[config.mk]
export PLATFORM = sky130hd
export DESIGN_NAME = id_ex_stage
export DESIGN_NICKNAME = d
export VERILOG_FILES = /design/src/rtl/riscv_pkg.sv /design/src/rtl/lu_detect.sv /design/src/rtl/id_ex_stage.sv
export SDC_FILE = /design/constraint.sdc
export NUM_CORES = 1
export LEC_CHECK = 0
export BUFFER_PORTS_ARGS = -buffer_cell sky130_fd_sc_hd__buf_2
export CAP_MARGIN = 25
export CORE_MARGIN = 2
export CORE_UTILIZATION = 41
export CTS_CLUSTER_SIZE = 16
export DETAILED_ROUTE_END_ITERATION = 12
export PLACE_DENSITY = 0.86
export REMOVE_ABC_BUFFERS = 1
export SYNTH_ARGS = -nofsm -noshare
export SYNTH_HDL_FRONTEND = slang
export SYNTH_SLANG_ARGS = --single-unit
[constraint.sdc]
create_clock -name clk -period 1.7 [get_ports clk]
set_input_delay 0.085 -clock clk [delete_from_list [all_inputs] [get_ports clk]]
set_output_delay 0.085 -clock clk [all_outputs]
set_load 0.005 [all_outputs]
[src/rtl/riscv_pkg.sv]
// Shared RISC-V core types: ID/EX control bundle and the bubble control word.
package riscv_pkg;

  typedef enum logic {
    NOWR = 1'b0,
    WR   = 1'b1
  } regwr_e;

  typedef struct packed {
    regwr_e     reg_write;
    logic       mem_read;
    logic       mem_write;
    logic [3:0] alu_op;
    logic       alu_src_a;
    logic       alu_src_b;
    logic       branch;
    logic       jump;
  } id_ex_ctrl_t;

  // Control word of a bubble: writes nothing, touches no memory, never redirects.
  localparam id_ex_ctrl_t NOP_CTRL = '{
    reg_write: NOWR,
    mem_read:  1'b0,
    mem_write: 1'b0,
    alu_op:    4'd0,
    alu_src_a: 1'b0,
    alu_src_b: 1'b0,
    branch:    1'b0,
    jump:      1'b0
  };

endpackage

[src/rtl/lu_detect.sv]
// Load-use hazard detector: ID reads a register that the load in EX has yet to produce.
module lu_detect #(
  parameter int REG_AW = 5
) (
  input  logic              id_valid,
  input  logic [REG_AW-1:0] id_rs1,
  input  logic [REG_AW-1:0] id_rs2,
  input  logic              id_use_rs1,
  input  logic              id_use_rs2,
  input  logic              ex_valid,
  input  logic              ex_mem_read,
  input  logic [REG_AW-1:0] ex_rd,
  output logic              lu
);

  logic rs1_hit, rs2_hit;

  assign rs1_hit = id_use_rs1 && (id_rs1 == ex_rd);
  assign rs2_hit = id_use_rs2 && (id_rs2 == ex_rd);
  // x0 is hardwired, so a load targeting it never blocks a reader.
  assign lu = id_valid && ex_valid && ex_mem_read && (ex_rd != '0) && (rs1_hit || rs2_hit);

endmodule

[src/rtl/id_ex_stage.sv]
// ID/EX pipeline register with load-use bubbling, flush and memory-freeze handling.
module id_ex_stage
  import riscv_pkg::*;
#(
  parameter int XLEN   = 32,
  parameter int REG_AW = 5,
  parameter int CNT_W  = 16
) (
  input  logic              clk,
  input  logic              rst_n,
  input  logic              id_valid,
  input  logic [XLEN-1:0]   id_pc,
  input  logic [REG_AW-1:0] id_rs1,
  input  logic [REG_AW-1:0] id_rs2,
  input  logic [REG_AW-1:0] id_rd,
  input  logic              id_use_rs1,
  input  logic              id_use_rs2,
  input  logic [XLEN-1:0]   id_rs1_data,
  input  logic [XLEN-1:0]   id_rs2_data,
  input  logic [XLEN-1:0]   id_imm,
  input  id_ex_ctrl_t       id_ctrl,
  input  logic              ex_flush,
  input  logic              mem_stall,
  output logic              ex_valid,
  output logic [XLEN-1:0]   ex_pc,
  output logic [REG_AW-1:0] ex_rs1,
  output logic [REG_AW-1:0] ex_rs2,
  output logic [REG_AW-1:0] ex_rd,
  output logic [XLEN-1:0]   ex_rs1_data,
  output logic [XLEN-1:0]   ex_rs2_data,
  output logic [XLEN-1:0]   ex_imm,
  output id_ex_ctrl_t       ex_ctrl,
  output logic              pc_write_en,
  output logic              if_id_write_en,
  output logic              load_use_stall,
  output logic [CNT_W-1:0]  bubble_cnt
);

  typedef struct packed {
    logic              valid;
    logic [XLEN-1:0]   pc;
    logic [REG_AW-1:0] rs1;
    logic [REG_AW-1:0] rs2;
    logic [REG_AW-1:0] rd;
    logic [XLEN-1:0]   rs1_data;
    logic [XLEN-1:0]   rs2_data;
    logic [XLEN-1:0]   imm;
    id_ex_ctrl_t       ctrl;
  } stage_t;

  stage_t           stage_q, stage_d, bubble, incoming;
  logic [CNT_W-1:0] cnt_q, cnt_d;
  logic             lu;

  lu_detect #(.REG_AW(REG_AW)) u_lu (
    .id_valid    (id_valid),
    .id_rs1      (id_rs1),
    .id_rs2      (id_rs2),
    .id_use_rs1  (id_use_rs1),
    .id_use_rs2  (id_use_rs2),
    .ex_valid    (stage_q.valid),
    .ex_mem_read (stage_q.ctrl.mem_read),
    .ex_rd       (stage_q.rd),
    .lu          (lu)
  );

  always_comb begin
    bubble      = '0;
    bubble.ctrl = NOP_CTRL;

    incoming = '{valid: id_valid, pc: id_pc, rs1: id_rs1, rs2: id_rs2, rd: id_rd,
                 rs1_data: id_rs1_data, rs2_data: id_rs2_data, imm: id_imm, ctrl: id_ctrl};
    // Empty slots must look like bubbles to the forwarding unit.
    if (!id_valid) begin
      incoming.rd   = '0;
      incoming.ctrl = NOP_CTRL;
    end

    stage_d        = stage_q;
    cnt_d          = cnt_q;
    pc_write_en    = 1'b1;
    if_id_write_en = 1'b1;
    load_use_stall = 1'b0;

    if (mem_stall) begin
      pc_write_en    = 1'b0;
      if_id_write_en = 1'b0;
    end else if (ex_flush) begin
      stage_d = bubble;
    end else if (lu) begin
      stage_d        = bubble;
      pc_write_en    = 1'b0;
      if_id_write_en = 1'b0;
      load_use_stall = 1'b1;
      if (cnt_q != '1) cnt_d = cnt_q + CNT_W'(1);
    end else begin
      stage_d = incoming;
    end
  end

  always_ff @(posedge clk or negedge rst_n) begin
    if (!rst_n) begin
      stage_q      <= '0;
      stage_q.ctrl <= NOP_CTRL;
      cnt_q        <= '0;
    end else begin
      stage_q <= stage_d;
      cnt_q   <= cnt_d;
    end
  end

  assign ex_valid    = stage_q.valid;
  assign ex_pc       = stage_q.pc;
  assign ex_rs1      = stage_q.rs1;
  assign ex_rs2      = stage_q.rs2;
  assign ex_rd       = stage_q.rd;
  assign ex_rs1_data = stage_q.rs1_data;
  assign ex_rs2_data = stage_q.rs2_data;
  assign ex_imm      = stage_q.imm;
  assign ex_ctrl     = stage_q.ctrl;
  assign bubble_cnt  = cnt_q;

endmodule
-- After elaboration in Yosys (flattened, before gate mapping)
Cells that the tools add are included.
- output and inout bits: 174
- flip-flop bits (word level): 171
- word-level logic and storage cells: 42
- reduce and logical (&&, ||, !) cells: 9
- equal/unequal tests: 3
- bitwise logic cells: 2
- add/subtract/negate cells: 1
- muxes and demuxes: 10
- operator list (kind ; number):
    155-bit 2-to-1 mux ; 2
    16-bit by 1-bit adder with 16-bit output, second input constant ; 1
    16-bit != test, second input constant ; 1
    11-bit 2-to-1 mux ; 1
    5-bit equality test ; 2
    1-bit logical AND ; 6
    1-bit 2-to-1 mux ; 6
    5-bit 2-to-1 mux ; 1
    5-bit nonzero test ; 1
    4-bit AND reduction ; 1
    1-bit inverter ; 2
    1-bit logical OR ; 1

-- Longest topological paths before layout
- word-level depth: 7
- mapped depth: 7
- depth with buffers taken out: 5

-- Hierarchy
Synthesis repeated with hierarchy kept, for this count alone.
- cell total of the unflattened synthesis: 439
- area total of the unflattened synthesis: 6323.6 µm²
- by module, submodules not included (module ; instances ; area each (µm²) ; cells an instance):
    id_ex_stage ; 1 ; 6192.2 ; 422
    lu_detect ; 1 ; 131.4 ; 17

-- Worst setup path before layout
No wires, ideal clock.
- path kind: reg2reg
- start point: register stage_q (netlist bit ex_rd[1])
- end point: register cnt_q[1] (netlist: bubble_cnt[1])
- cell stages (with the launch flop): 6
- data arrival time: 1791 ps
- slack: -216 ps
- library setup time: 125 ps
- clock period less this slack: 1916 ps
- cell sequence: dfrtp_1 > or4_1 > o21ai_0 > nor2_1 > nand3_1 > mux2_2
- longest elaborated chain between the ends: 5
- RTL lines (item ; RTL line ; source):
    start, declared ; id_ex_stage.sv:51 ; stage_t stage_q, stage_d, bubble, incoming;
    start signal, assigned ; id_ex_stage.sv:107 ; stage_q <= stage_d;
    5-bit equality test, on equally long branches ; lu_detect.sv:18, lu_detect.sv:19 ;
    1-bit logical AND, on equally long branches ; lu_detect.sv:18, lu_detect.sv:19 ;
    1-bit logical OR ; lu_detect.sv:21 ; assign lu = id_valid && ex_valid && ex_mem_read && (ex_rd != '0) && (rs1_hit || rs2_hit);
    1-bit logical AND (*) ; lu_detect.sv:21 ;
    4-bit AND reduction (no source line) (*) ; n/a ;
    end signal, assigned ; id_ex_stage.sv:108 ; cnt_q <= cnt_d;
    end, declared ; id_ex_stage.sv:52 ; logic [CNT_W-1:0] cnt_q, cnt_d;
Mark *: on every way between the ends. The rest lies on a longest branch, timed or not.
A chain may end at the register's enable or synchronous reset.

-- Worst setup path after layout
- start point: register stage_q (netlist bit ex_rd[3])
- end point: register stage_q (netlist bit ex_pc[3])
- longest elaborated chain between the ends: 6
- RTL lines (item ; RTL line ; source):
    5-bit equality test, on equally long branches ; lu_detect.sv:18, lu_detect.sv:19 ;
    1-bit logical AND, on equally long branches ; lu_detect.sv:18, lu_detect.sv:19 ;
    1-bit logical OR ; lu_detect.sv:21 ;
    1-bit logical AND (*) ; lu_detect.sv:21 ;
    155-bit 2-to-1 mux (*) ; id_ex_stage.sv:90 ; end else if (lu) begin
    155-bit 2-to-1 mux (*) ; id_ex_stage.sv:88 ; end else if (ex_flush) begin
Marks and branches as above.

==> impl_metrics.prom <==
# TYPE chip_impl_metric gauge
chip_impl_info{name="clock-root-buffer",value="sky130_fd_sc_hd__clkbuf_16"} 1
chip_impl_metric{name="fp.dieArea",unit="µm²"} 16900
chip_impl_metric{name="cts_buffers",unit=""} 17
chip_impl_metric{name="post-route-drc-count",unit=""} 0
chip_impl_metric{name="synthSimpleGateAreaFrac",unit=""} 0.0406
chip_impl_metric{name="syn_inst_count",unit=""} 448
chip_impl_info{name="most_area_hungry_cell_type_in_the_yosys_netlist",value="sky130_fd_sc_hd__dfrtp_1"} 1
chip_impl_info{name="synth_top_family_by_area",value="compound AO/OA/AOI/OAI gates"} 1
chip_impl_metric{name="peakVddDrop",unit="mV"} 0.654
chip_impl_metric{name="clock.fmax",unit="GHz"} 0.463
chip_impl_info{name="setup_repair_after_global_routing_missed_its_margin",value="true"} 1
chip_impl_metric{name="skew",unit="ns"} 0.00664
chip_impl_metric{name="finalWeightedCongestion",unit=""} 0.819
chip_impl_info{name="critPathCaptureType",value="flop"} 1
chip_impl_metric{name="cap_violations",unit=""} 0
chip_impl_metric{name="area_growth_syn_to_layout",unit="%"} 73.5
chip_impl_metric{name="power.static_leakage",unit="nW"} 5.97
chip_impl_metric{name="yosysTopAreaCellShare",unit=""} 0.656
chip_impl_metric{name="timing.final.ws_setup",unit="ns"} -0.458
chip_impl_info{name="synth_top_cells_by_area",value="sky130_fd_sc_hd__dfrtp_1 (66%), sky130_fd_sc_hd__a22o_1 (21%), sky130_fd_sc_hd__xnor2_1 (3.4%)"} 1
chip_impl_metric{name="synth_compound_gate_area_share",unit=""} 0.222
chip_impl_metric{name="antenna_found_initial",unit=""} 0
chip_impl_metric{name="initial_core_util",unit=""} 0.415
chip_impl_metric{name="final_nets",unit=""} 1150
chip_impl_metric{name="clock_insertion_delay_worst_skew",unit="ns"} 0.42
chip_impl_metric{name="crit_required",unit="ns"} 2.05
chip_impl_metric{name="final_util",unit=""} 0.721
chip_impl_metric{name="cts.sink_count",unit=""} 171
chip_impl_metric{name="antenna_violating_nets_post_route",unit=""} 0
chip_impl_metric{name="finalWirelength",unit="µm"} 25400
chip_impl_metric{name="finalWorstPathRequiredPeriod",unit="ns"} 2.16
chip_impl_metric{name="routed-via-count",unit=""} 6636
chip_impl_metric{name="timing.final.max_slew_violations",unit=""} 0
chip_impl_metric{name="port_buffers",unit=""} 334
chip_impl_metric{name="grt_pass1_wl",unit="µm"} 36900
chip_impl_metric{name="tightest_slew",unit="ns"} 0.724
chip_impl_metric{name="drtPass1Iterations",unit=""} 5
chip_impl_metric{name="post_drt_wl_per_cell",unit="µm"} 20.9
chip_impl_info{name="start_kind",value="flop"} 1
chip_impl_info{name="cts_tree",value="done"} 1
chip_impl_metric{name="number_of_global_route_vias_before_repair",unit=""} 6813
chip_impl_metric{name="drt_first_iter_violations",unit=""} 367
chip_impl_metric{name="floorplan.die.width",unit="µm"} 130
chip_impl_metric{name="die_y",unit="µm"} 130
chip_impl_metric{name="coreArea",unit="µm²"} 15700
chip_impl_metric{name="boundaryPins",unit=""} 335
chip_impl_metric{name="synth_xor_xnor_area_share",unit=""} 0.0335
chip_impl_info{name="status",value="complete, but fails checks"} 1
chip_impl_metric{name="layout-drive-gt1-share",unit=""} 0.463
chip_impl_metric{name="ctsLongestPathBuffers",unit=""} 2
chip_impl_metric{name="worstPathArrival",unit="ns"} 2.51
chip_impl_metric{name="worst-r2r-cell-count",unit=""} 7
chip_impl_metric{name="postSynthRegisterBits",unit=""} 171
chip_impl_metric{name="timing.final.setup_violations",unit=""} 174
chip_impl_metric{name="route.detailed.vias_per_inst",unit=""} 5.44
chip_impl_metric{name="hold_viol_final",unit=""} 0
chip_impl_metric{name="total_power",unit="mW"} 9.99
chip_impl_metric{name="finalCritPeriodShare",unit=""} 1.27
chip_impl_info{name="violations_in_the_final_reports",value="negative setup slack"} 1
chip_impl_metric{name="synth.lib_cells_used.distinct",unit=""} 32
chip_impl_metric{name="slew_headroom",unit=""} 0.517
chip_impl_metric{name="critical_path_maximum_fanout",unit=""} 9
chip_impl_metric{name="grt_util_all_layers",unit=""} 0.287
chip_impl_metric{name="pre_cts_ws",unit="ns"} -0.223
chip_impl_metric{name="post_synth_fa_ha_maj_area_fraction",unit=""} 0.00192
chip_impl_metric{name="grt_max_degree",unit=""} 157
chip_impl_metric{name="yosys-mux-area-fraction",unit=""} 0.00173
chip_impl_metric{name="pwr_density_cell",unit="nW/µm²"} 881
chip_impl_metric{name="hold-worst-slack",unit="ns"} 0.174
chip_impl_metric{name="fp-row-count",unit=""} 46
chip_impl_info{name="critical_path_class",value="reg -> reg"} 1
chip_impl_metric{name="layout.cell_area.non_filler",unit="µm²"} 11300
chip_impl_metric{name="cell_area_after_synthesis",unit="µm²"} 6530
chip_impl_metric{name="placement_cell_area",unit="µm²"} 8640
chip_impl_metric{name="clk_pin_slew",unit="ns"} 0.07
chip_impl_metric{name="ctsHtreeMaxLevel",unit=""} 4
chip_impl_metric{name="avgSynthCellArea",unit="µm²"} 14.6
chip_impl_metric{name="yosysSeqAreaShare",unit=""} 0.656
chip_impl_metric{name="hpwlAfterDp",unit="µm"} 13700
chip_impl_info{name="timing.hold.worst.class",value="in -> async"} 1
chip_impl_metric{name="synthesis_warning_total",unit=""} 0
chip_impl_metric{name="global_route.overflow_total",unit=""} 0
==> path summary, 6_finish.rpt <==
kind	start	slack, ns	end
worst min-delay path	rst_n	0.17	ex_ctrl[5]
worst min register to register	ex_imm[20]	0.51	ex_imm[20]
min in group clk	ex_flush	0.24	bubble_cnt[3]
worst max register to register	ex_rd[3]	-0.46	ex_pc[3]
max in group asynchronous	rst_n	0.89	ex_rs2_data[26]
worst max-delay path	ex_rd[3]	-0.46	ex_pc[3]
==> registers in the layout, summed over array words and instances (netlist names) <==
| signal | flops |
|---|---|
| ex_imm | 32 |
| ex_rs1_data | 32 |
| ex_rs2_data | 32 |
| bubble_cnt | 16 |
| ex_rs2 | 5 |
| ex_rs1 | 5 |
| ex_rd | 5 |
| ex_pc | 32 |
| ex_ctrl | 11 |
| ex_valid | 1 |
==> power breakdown <==
| group | internal, mW | switching, mW |
|---|---|---|
| clock | 2.13 | 1.70 |
| sequential | 4.34 | 0.187 |
| combinational | 0.935 | 0.689 |
| total | 7.41 | 2.58 |
==> cell type report <==
class / count / area (µm²)
Tap cell: 216 / 270
Timing Repair Buffer: 558 / 4080
Sequential cell: 171 / 4280
Fill cell: 930 / 4380
Inverter: 1 / 3.75
Clock inverter: 13 / 130
Multi-Input combinational cell: 239 / 2110
Clock buffer: 19 / 453
Antenna cell: 2 / 5.00
==> synth_stat cells (all sizes together) <==
library cell    n
dfrtp         171
a22o          154
xnor2          25
clkbuf         19
buf            18
nand4          11
nand3          10
and3            8
nand2           6
nor2            4
a21oi           3
a31oi           3
nand4b          2
a21o            1
a41oi           1
and2            1
and4            1
ha              1
inv             1
mux2            1
nor3            1
nor3b           1
o21a            1
o21ai           1
o22ai           1
or2             1
or4             1
==> metrics by stage <==
step	std cells	TNS [ns]
6_report	1219	-60.80
3_3_place_gp	1005	-26.14
2_1_floorplan	411	-218.66
5_1_grt	1217	-68.66
4_1_cts	1211	-53.42
3_5_place_dp	1005	-28.39
==> layout by cell type, fill, tap and decap left out, types with 5 or more instances in the layout <==
cell | Yosys | final
sky130_fd_sc_hd__inv_6 | 0 | 5
sky130_fd_sc_hd__and3_1 | 8 | 7
sky130_fd_sc_hd__buf_2 | 1 | 331
sky130_fd_sc_hd__xnor2_2 | 0 | 7
sky130_fd_sc_hd__clkinv_4 | 0 | 5
sky130_fd_sc_hd__clkbuf_16 | 0 | 17
sky130_fd_sc_hd__xnor2_1 | 25 | 18
sky130_fd_sc_hd__nand2_1 | 6 | 6
sky130_fd_sc_hd__dlygate4sd3_1 | 0 | 155
sky130_fd_sc_hd__a22o_1 | 154 | 153
sky130_fd_sc_hd__buf_6 | 3 | 17
sky130_fd_sc_hd__buf_4 | 4 | 38
sky130_fd_sc_hd__nand4_1 | 11 | 11
sky130_fd_sc_hd__nand3_1 | 10 | 5
sky130_fd_sc_hd__dfrtp_1 | 171 | 170
sky130_fd_sc_hd__buf_12 | 0 | 9
==> metal layers <==
metal	up-vias	wire, µm	GRT usage
met1	3249	8960	0.322
met4	0	1280	0.154
li1	2804	-	-
met3	112	2000	0.0709
met5	-	0	0
met2	471	13200	0.505
==> critical path, stage by stage (launching register included) <==
cell and delay, ns:
sky130_fd_sc_hd__dfrtp_1 0.38, sky130_fd_sc_hd__or4_4 0.57, sky130_fd_sc_hd__o21a_4 0.25, sky130_fd_sc_hd__buf_6 0.11
sky130_fd_sc_hd__a21oi_4 0.15, sky130_fd_sc_hd__buf_8 0.17, sky130_fd_sc_hd__bufbuf_16 0.27, sky130_fd_sc_hd__a22o_1 0.16
==> cell families (layout without fill, tap and decap cells) <==
family,after synthesis,in the layout
buffers and inverters,38,591
AND/OR/NAND/NOR,47,47
flip-flops,171,171
XOR/XNOR,25,25
adder cells (fa/ha/maj),1,1
other,0,2
multiplexers,1,1
AO/OA/AOI/OAI,165,165
==> what timing repair did <==
action | 4_1_cts | 5_1_grt
endpoints found under the setup margin | 174 | 174
hold buffers | 155 | 0
pin swaps | 19 | 17
resized for setup | 26 | 30
setup buffers | 15 | 9
hold endpoints to repair | 280 | 0
cloned | 7 | 1
Note: power is estimated with default switching activity, not from simulation.
